$ cat src/rtl/enemy_pkg.sv
// Shared types and screen constants for the enemy wave-group logic.
package enemy_pkg;
  typedef logic [9:0] coord_t;

  typedef enum logic [2:0] {
    IDLE,
    ENTER,
    HOLD,
    DIVE,
    EXPLODE
  } slot_state_t;

  localparam int SCREEN_W      = 640;
  localparam int SCREEN_BOTTOM = 480;
endpackage

$ cat src/rtl/enemy_slot.sv
// One ship slot: motion FSM, position registers and explosion timer.
// state   | meaning
// IDLE    | slot empty
// ENTER   | descending to formation row
// HOLD    | parked in formation, eligible to shoot
// DIVE    | diving toward the bottom of the screen
// EXPLODE | frozen, explosion frames playing
module enemy_slot
  import enemy_pkg::*;
#(
  parameter int K              = 0,
  parameter int SPAWN_X0       = 80,
  parameter int SPACING        = 120,
  parameter int ENTER_SPEED    = 2,
  parameter int HOLD_Y         = 120,
  parameter int FLYDOWN_SPEED  = 4,
  parameter int EXPLODE_FRAMES = 16
) (
  input  logic        clk,
  input  logic        rst,
  input  logic        rise,
  input  logic        flydown,
  input  logic        hit,
  output slot_state_t state,
  output coord_t      x,
  output coord_t      y,
  output logic        kill
);
  localparam int CW = (EXPLODE_FRAMES > 2) ? $clog2(EXPLODE_FRAMES) : 1;
  localparam coord_t X_HOME = coord_t'(SPAWN_X0 + K * SPACING);

  slot_state_t   state_n;
  coord_t        x_n, y_n;
  logic          kill_n;
  logic [CW-1:0] cnt, cnt_n;
  logic [10:0]   enter_sum, dive_sum;

  // 11-bit sums so a step past 1023 cannot wrap below the compare limits.
  assign enter_sum = {1'b0, y} + 11'(ENTER_SPEED);
  assign dive_sum  = {1'b0, y} + 11'(FLYDOWN_SPEED);

  always_ff @(posedge clk or posedge rst) begin
    if (rst) begin
      state <= IDLE;
      x     <= '0;
      y     <= '0;
      cnt   <= '0;
      kill  <= 1'b0;
    end else begin
      state <= state_n;
      x     <= x_n;
      y     <= y_n;
      cnt   <= cnt_n;
      kill  <= kill_n;
    end
  end

  always_comb begin
    state_n = state;
    x_n     = x;
    y_n     = y;
    cnt_n   = cnt;
    kill_n  = 1'b0;
    case (state)
      IDLE: begin
        if (rise) begin
          state_n = ENTER;
          x_n     = X_HOME;
          y_n     = '0;
        end
      end
      ENTER, HOLD: begin
        if (hit) begin
          state_n = EXPLODE;
          cnt_n   = CW'(EXPLODE_FRAMES - 1);
          kill_n  = 1'b1;
        end else if (flydown) begin
          state_n = DIVE;
        end else if (state == ENTER) begin
          if (enter_sum >= 11'(HOLD_Y)) begin
            state_n = HOLD;
            y_n     = coord_t'(HOLD_Y);
          end else begin
            y_n = enter_sum[9:0];
          end
        end
      end
      DIVE: begin
        if (hit) begin
          state_n = EXPLODE;
          cnt_n   = CW'(EXPLODE_FRAMES - 1);
          kill_n  = 1'b1;
        end else if (dive_sum >= 11'(SCREEN_BOTTOM)) begin
          state_n = IDLE;
          y_n     = '0;
        end else begin
          y_n = dive_sum[9:0];
        end
      end
      EXPLODE: begin
        if (cnt == '0) state_n = IDLE;
        else           cnt_n   = cnt - 1'b1;
      end
      default: state_n = IDLE;
    endcase
  end
endmodule

$ cat src/rtl/enemy_squad.sv
// Four-slot enemy wave group: spawn edge detect, slot array, round-robin
// shot arbiter with a held request/ack handshake.
module enemy_squad
  import enemy_pkg::*;
#(
  parameter int SPAWN_X0       = 80,
  parameter int SPACING        = 120,
  parameter int ENTER_SPEED    = 2,
  parameter int HOLD_Y         = 120,
  parameter int FLYDOWN_SPEED  = 4,
  parameter int SHIP_W         = 32,
  parameter int SHIP_H         = 32,
  parameter int EXPLODE_FRAMES = 16
) (
  input  logic        frame_clk,
  input  logic        Reset,
  input  logic [3:0]  spawn,
  input  logic        flydown,
  input  logic        enemy_shoot,
  input  logic [3:0]  hit,
  input  logic        shot_ack,
  output logic [3:0]  alive,
  output logic [3:0]  exploding,
  output logic [39:0] ship_x,
  output logic [39:0] ship_y,
  output logic        shot_req,
  output coord_t      shot_x,
  output coord_t      shot_y,
  output logic [3:0]  kill
);
  logic [3:0]  spawn_d, rise;
  logic        armed;
  slot_state_t st [4];
  coord_t      sx [4];
  coord_t      sy [4];
  logic [1:0]  rr_ptr, sel, idx;
  logic        found;

  // armed masks the first edge after reset so a level already high is not an edge.
  always_ff @(posedge frame_clk or posedge Reset) begin
    if (Reset) begin
      spawn_d <= '0;
      armed   <= 1'b0;
    end else begin
      spawn_d <= spawn;
      armed   <= 1'b1;
    end
  end

  assign rise = spawn & ~spawn_d & {4{armed}};

  for (genvar k = 0; k < 4; k++) begin : g_slot
    enemy_slot #(
      .K(k), .SPAWN_X0(SPAWN_X0), .SPACING(SPACING), .ENTER_SPEED(ENTER_SPEED),
      .HOLD_Y(HOLD_Y), .FLYDOWN_SPEED(FLYDOWN_SPEED), .EXPLODE_FRAMES(EXPLODE_FRAMES)
    ) u_slot (
      .clk(frame_clk), .rst(Reset), .rise(rise[k]), .flydown(flydown), .hit(hit[k]),
      .state(st[k]), .x(sx[k]), .y(sy[k]), .kill(kill[k])
    );
    assign alive[k]            = (st[k] == ENTER) || (st[k] == HOLD) || (st[k] == DIVE);
    assign exploding[k]        = (st[k] == EXPLODE);
    assign ship_x[10*k +: 10]  = sx[k];
    assign ship_y[10*k +: 10]  = sy[k];
  end

  always_comb begin
    found = 1'b0;
    sel   = rr_ptr;
    idx   = rr_ptr;
    for (int i = 0; i < 4; i++) begin
      idx = rr_ptr + 2'(i);
      if (!found && st[idx] == HOLD) begin
        found = 1'b1;
        sel   = idx;
      end
    end
  end

  always_ff @(posedge frame_clk or posedge Reset) begin
    if (Reset) begin
      shot_req <= 1'b0;
      shot_x   <= '0;
      shot_y   <= '0;
      rr_ptr   <= '0;
    end else if (shot_req) begin
      if (shot_ack) shot_req <= 1'b0;
    end else if (enemy_shoot && found) begin
      shot_req <= 1'b1;
      shot_x   <= sx[sel] + coord_t'(SHIP_W / 2);
      shot_y   <= sy[sel] + coord_t'(SHIP_H);
      rr_ptr   <= sel + 2'd1;
    end
  end
endmodule

$ cat config.mk
export PLATFORM = sky130hd
export DESIGN_NAME = enemy_squad
export DESIGN_NICKNAME = d
export VERILOG_FILES = /design/src/rtl/enemy_pkg.sv /design/src/rtl/enemy_slot.sv /design/src/rtl/enemy_squad.sv
export SDC_FILE = /design/constraint.sdc
export NUM_CORES = 1
export LEC_CHECK = 0
export ABC_AREA = 1
export CORE_UTILIZATION = 47
export DETAILED_ROUTE_END_ITERATION = 10
export PLACE_DENSITY = 0.75
export SLEW_MARGIN = 20
export SYNTH_ARGS = -nofsm -noshare
export SYNTH_HDL_FRONTEND = slang
export SYNTH_SLANG_ARGS = --single-unit
$ cat constraint.sdc
create_clock -name frame_clk -period 3.9 [get_ports frame_clk]
set_input_delay 0.78 -clock frame_clk [delete_from_list [all_inputs] [get_ports frame_clk]]
set_output_delay 0.78 -clock frame_clk [all_outputs]
set_load 0.01 [all_outputs]
# ---- Yosys cells after proc, flatten, opt, wreduce, memory -nomap -nowiden
# Index checks and enable logic that the tools add are counted.
dict set report word_totals {
  out_inout_bits 113
  word_cells 302
  register_bits 104
  in_bits 13
}
dict set report op_classes {
  bitwise 9
  magnitude_cmp 13
  reduce_logical 56
  eq_ne 64
  mux 116
  add_sub_neg 18
}
# cell count
set ops {}
lappend ops {{$mux W10} 32}
lappend ops {{$mux W3} 40}
lappend ops {{$pmux W10 S3} 4}
lappend ops {{$ne A2 B2 Y1 const B} 24}
lappend ops {{$pmux W3 S4} 4}
lappend ops {{$add A10 B2 Y11 const B} 4}
lappend ops {{$add A10 B3 Y11 const B} 4}
lappend ops {{$ge A11 B7 Y1 const B} 4}
lappend ops {{$ge A11 B9 Y1 const B} 4}
lappend ops {{$bmux W10 S2} 2}
lappend ops {{$eq A3 B2 Y1 const B} 12}
lappend ops {{$mux W4} 8}
lappend ops {{$pmux W4 S2} 4}
lappend ops {{$bmux W3 S2} 4}
lappend ops {{$reduce_and A6 Y1} 4}
lappend ops {{$reduce_and A5 Y1} 4}
lappend ops {{$logic_not A4 Y1} 4}
lappend ops {{$ne A2 B1 Y1 const B} 8}
lappend ops {{$ne A4 B3 Y1 const B} 4}
lappend ops {{$ne A4 B4 Y1 const B} 4}
lappend ops {{$sub A4 B1 Y4 const B} 4}
lappend ops {{$ge A3 B3 Y1 const B} 5}
lappend ops {{$mux W1} 15}
lappend ops {{$not A2 Y3} 5}
lappend ops {{other kinds (21)} 69}

# ---- Logic depth before layout (Yosys ltp)
dict set report logic_depth {
  depth_word 20
  depth_mapped 25
  mapped_depth_nobuf 24
}

# ---- By module
# A second synthesis with hierarchy kept.
dict set report hier_totals {
  cells_unflattened 1279
  hier_area_um2 8246.7
}
# mod n_inst area_per_inst_um2 cells_each
set modules_own_cells {}
lappend modules_own_cells {enemy_slot 4 1446.4 222}
lappend modules_own_cells {enemy_squad 1 2461.1 391}

# ---- Worst setup path after synthesis
# Ideal clock, no wire load.
dict set report synth_timing {
  kind {register -> register}
  from {register rr_ptr[0]}
  to {register shot_y[9]}
  synth_period_minus_slack_ns 2.350
  setup_slack_ns 1.550
  t_arrival_ns 2.233
  stages_incl_launch_ff 25
  path_cell_list {dfrtp_1 -> buf_6 -> inv_6 -> buf_8 -> nand2_1 -> nand2_2 -> nor2_4 -> nand2_2 -> nand2_2 -> nor2_8 -> nand3_4 -> nand2_4 -> nand2_4 -> buf_6 -> nand2_1 -> nand2_1 -> nand2_1 -> nand2_1 -> inv_2 -> ha_1 -> inv_1 -> nor2_1 -> nand3_1 -> nand3_1 -> nand2_1}
}
dict set report synth_via {
  elab_chain_len 20
}
# item line_no
set synth_rtl {}
lappend synth_rtl {{from (decl)} enemy_squad.sv:36} ;# logic [1:0] rr_ptr, sel, idx;
lappend synth_rtl {{from (signal assigned)} enemy_squad.sv:91} ;# rr_ptr <= sel + 2'd1;
lappend synth_rtl {{branches (longest 20 deep; another with $add A2 B1 Y2)} --}
lappend synth_rtl {{to (signal assigned)} enemy_squad.sv:90} ;# shot_y <= sy[sel] + coord_t'(SHIP_H);
lappend synth_rtl {{to (decl)} enemy_squad.sv:28} ;# output coord_t shot_y,
# Several ways; the timed one is not identified. The select of a mux whose other input is x is not followed.
# A chain may end at the register's enable or synchronous reset.

# ---- Worst setup path after layout
# Ends and elaborated chain as after synthesis.

==> results_tabular.tex <==
\begin{tabular}{lr}
\hline
Metric & Value \\
\hline
\multicolumn{2}{l}{\textbf{Synth}} \\
\quad Syn Inst Count & 957 \\
\quad \#FFs+latches synth & 96 \\
\quad Count of distinct cell types in the synthesized netlist & 51 \\
\quad Portion of the post-synthesis area used by sequential elements & 34.9\% \\
\quad Cell area after synthesis & 0.00687 mm² \\
\quad Synthesized area divided by synthesized cell count & between 7 and 8 µm² \\
\quad Yosys warnings & 0 \\
\multicolumn{2}{l}{\textbf{Drt}} \\
\quad Average wire length per cell after detail routing & 14.3 µm \\
\quad First-pass DRT Iterations & 5 \\
\quad Total routed wirelength & 17300 µm \\
\quad Remaining number of nets flagged by the antenna check after routing & 0 \\
\quad Initial DRC count & 545 \\
\quad Post-detailed-route via-to-cell ratio & 5.24 \\
\quad Remaining design rule violation count & 0 \\
\quad Via count & 6341 \\
\multicolumn{2}{l}{\textbf{Global routing}} \\
\quad Antenna violations before repair & 0 \\
\quad Maximum number of pins on one net before global-route repair & 50 \\
\quad Remaining global-route overflow & 0 \\
\quad Total track usage & between 20\% and 30\% \\
\quad Global-route wire length before repair & 27900 µm \\
\quad Number of global-route vias before repair & 5738 \\
\multicolumn{2}{l}{\textbf{Placed design}} \\
\quad Placed cells & 1195 \\
\quad Total cell area at the placement stage & 0.00766 mm² \\
\quad RePlAce Congestion & 0.911 \\
\quad Number of port buffers & between 80 and 90 \\
\quad Detailed-placement wirelength estimate & 13100 µm \\
\multicolumn{2}{l}{\textbf{Clocking}} \\
\quad Total of hold buffers inserted after clock tree synthesis & 0 \\
\quad Number of levels in the clock H-tree & 3 \\
\quad Post-CTS setup buffers & 0 \\
\quad Clock-pin slew reported for the worst setup and hold paths after clock tree synthesis & roughly 0.070 ns \\
\quad Clock tree root driver cell & sky130\_fd\_sc\_hd\_\_clkbuf\_16 \\
\quad Clock buffer count from CTS & 9 \\
\quad Skew-Pair Late Insertion Delay & between 0.3 and 0.4 ns \\
\quad Number of sinks driven by the clock tree & 96 \\
\quad Clk buf depth & 2 \\
\quad Clock tree from TritonCTS & built \\
\quad Number of instances resized during post-cts repair & 0 \\
\multicolumn{2}{l}{\textbf{STA}} \\
\quad Final worst path period need & 3.11 ns \\
\quad Clock skew after layout & between 0.009 and 0.01 ns \\
\quad Setup violations, final & 0 \\
\quad RSZ-0062 raised after global routing & no \\
\quad Total negative setup slack & 0 ns \\
\quad Total count of hold-check failures in the final report & 0 \\
\quad Worst-Margin Slew & approximately 0.85 ns \\
\quad Fmax & 0.322 GHz \\
\quad Period Utilization, post-route & between 70 and 80\% \\
\quad Slew Limit Fails & 0 \\
\quad Headroom to the max-slew limit & between 40\% and 50\% \\
\multicolumn{2}{l}{\textbf{Setup path}} \\
\quad Crit. End Element & flip-flop \\
\quad Kind of start point of the critical path & flip-flop \\
\quad Highest net fanout along the worst path & 23 \\
\quad Worst EP required & 4.14 ns \\
\quad Worst path arrival time & 3.35 ns \\
\quad Path type of the worst setup path & flip-flop to flip-flop \\
\multicolumn{2}{l}{\textbf{Power}} \\
\quad Ratio of total power to cell area & 751 mW/mm² \\
\quad Leakage Power & 0.00383 µW \\
\quad Highest ir drop seen on vdd & 0.488 mV \\
\multicolumn{2}{l}{\textbf{Flow run}} \\
\quad Max-capacitance violation count & 0 \\
\multicolumn{2}{l}{\textbf{Layout}} \\
\quad Antenna diode instance count & 0 \\
\quad Post-route design area & 0.00800 mm² \\
\quad Layout Cells excl Fill & $\sim$1200 \\
\quad \# nets final & between 1000 and 1500 \\
\quad Share of cells above drive strength 1 & 6.21\% \\
\quad Area growth from synthesis to layout & 16.4\% \\
\quad Fill cell total of the finished layout & 1349 \\
\multicolumn{2}{l}{\textbf{Floorplan}} \\
\quad Die Y & 123 µm \\
\quad Effective utilization at floorplan & 48.8\% \\
\quad Placeable core region & 0.0141 mm² \\
\quad Die boundary width & 123 µm \\
\quad Site row count & 43 \\
\quad Boundary Pins & 126 \\
\quad DIE AREA & 0.0151 mm² \\
\multicolumn{2}{l}{\textbf{Min path}} \\
\quad Path type of the worst min-delay path & flip-flop to flip-flop \\
\multicolumn{2}{l}{\textbf{Run status}} \\
\quad Status & completed \\
\hline
\end{tabular}
[final cells by class]
class                      count  area, µm²  area share, %
multi-input combinational    699       3610           45.1
sequential                    96       2400           30.0
timing repair buffer          95        948           11.9
inverter                     125        477           5.96
clock buffer                  10        229           2.86
tap                          180        225           2.81
clock inverter                 6        108           1.34
[layer usage]
layer | vias to the layer above | track usage, % | wire length [µm]
li1 | 3141 | - | -
met2 | 187 | 38.0 | 8160
met1 | 2985 | 32.3 | 7860
met5 | - | 0 | 0
met4 | 0 | 9.45 | 418
met3 | 28 | 4.15 | 828
[synthesized netlist by cell type (all sizes together)]
library cell  instances  share of area [%]
o21ai                82                6.0
a31oi                15                1.4
a22oi                 3               0.33
nor4                  5               0.76
o31ai                 3               0.33
nor2                 99                5.8
nand3                71                5.6
inv                 125                6.9
nand3b                1               0.11
clkbuf                8               0.47
xnor2                 5               0.64
ha                   17                3.1
o22ai                 4               0.36
o221ai                1               0.13
nand4                 9                1.0
mux2                  2               0.33
o311ai                1               0.24
a2111oi               1               0.22
o32ai                 4               0.51
xor2                 35                4.5
a21o                  2               0.22
conb                  2               0.11
buf                  64                7.0
a211oi                3               0.33
a311oi                1               0.13
o211ai                9               0.98
or2                   4               0.36
nor3                 16                1.2
nand2               246                 14
o21a                  1               0.11
dfrtp                96                 35
a21oi                22                1.7
[cell families (layout without fill, tap and decap cells)]
kind of cell,count (synthesis),after routing,synth area share (%)
compound gates,152,152,13.0
xor+xnor,40,40,5.10
fa+ha+maj,17,17,3.09
buf+inv,197,236,14.4
flops,96,96,34.9
mux,2,2,0.328
other cells,2,37,0.109
simple gates,451,451,29.0
[cells in the final DEF, fill, tap and decap left out, types with 16 or more instances in the layout]
master / netlist / layout
sky130_fd_sc_hd__a21oi_1: 20 / 20
sky130_fd_sc_hd__nand2_1: 231 / 231
sky130_fd_sc_hd__inv_1: 120 / 119
sky130_fd_sc_hd__clkdlybuf4s50_1: 0 / 89
sky130_fd_sc_hd__nor2_1: 95 / 95
sky130_fd_sc_hd__ha_1: 17 / 17
sky130_fd_sc_hd__nand3_1: 67 / 67
sky130_fd_sc_hd__conb_1: 2 / 37
sky130_fd_sc_hd__o21ai_0: 70 / 70
sky130_fd_sc_hd__dfrtp_1: 96 / 96
sky130_fd_sc_hd__xor2_1: 35 / 35
sky130_fd_sc_hd__nor3_1: 16 / 16
[report_power, final]
group | internal (µW) | switching [µW] | total [µW]
clock | 625 | 399 | 1020
combinational | 1240 | 2120 | 3360
sequential | 1270 | 359 | 1630
total | 3130 | 2880 | 6010
[through the flow]
| step | setup WS, ns | total power (µW) | utilization [%] | hold slack [ns] |
|---|---|---|---|---|
| 4_1_cts | 0.812 | 6000 | 56.8 | 0.475 |
| 3_3_place_gp | 0.875 | 4880 | 54.4 | 0.456 |
| 3_5_place_dp | 0.812 | 4960 | 54.4 | 0.466 |
| 6_report | 0.792 | 6010 | 56.8 | 0.469 |
| 5_1_grt | 0.460 | 6530 | 56.8 | 0.503 |
| 2_1_floorplan | 0.615 | 4090 | - | 0.440 |
[path summary, 6_finish.rpt]
kind | start | end | slack [ns] | cells past startpoint
worst max-delay path | rr_ptr[0] | shot_y[9] | 0.79 | 20
worst min-delay path | g_slot[1].u_slot.cnt[0] | g_slot[1].u_slot.cnt[0] | 0.47 | 1
worst max register to register | rr_ptr[0] | shot_y[9] | 0.79 | 20
worst min register to register | g_slot[1].u_slot.cnt[0] | g_slot[1].u_slot.cnt[0] | 0.47 | 1
max in group asynchronous | Reset | shot_y[9] | 2.38 | 3
min in group asynchronous | Reset | g_slot[0].u_slot.kill | 0.85 | 2
[critical path: stages (launching register included)]
cell	delay, ns
sky130_fd_sc_hd__dfrtp_1	0.75
sky130_fd_sc_hd__inv_6	0.14
sky130_fd_sc_hd__nand2_1	0.11
sky130_fd_sc_hd__nand2_2	0.09
sky130_fd_sc_hd__nor2_2	0.08
sky130_fd_sc_hd__nand2_1	0.08
sky130_fd_sc_hd__nand2_4	0.11
sky130_fd_sc_hd__nand3_2	0.10
sky130_fd_sc_hd__nand2_1	0.13
sky130_fd_sc_hd__nand2_4	0.08
sky130_fd_sc_hd__nand2_4	0.21
sky130_fd_sc_hd__inv_2	0.17
sky130_fd_sc_hd__nand2_1	0.09
sky130_fd_sc_hd__nand3_1	0.07
sky130_fd_sc_hd__nand2_1	0.13
sky130_fd_sc_hd__ha_1	0.19
sky130_fd_sc_hd__inv_1	0.05
sky130_fd_sc_hd__nor2_1	0.14
sky130_fd_sc_hd__nand3_1	0.09
sky130_fd_sc_hd__nand3_1	0.09
sky130_fd_sc_hd__nand2_1	0.05
[sequential cells by signal, summed over array words and instances (netlist names)]
name and count:
spawn_d 4, g_slot.u_slot.cnt 16, g_slot.u_slot.kill 4, g_slot.u_slot.y 36, rr_ptr 2, shot_x 7, armed 1, shot_y 9
shot_req 1, g_slot.u_slot.state 12, g_slot.u_slot.x 4
Power figures use the tool's default switching activity.
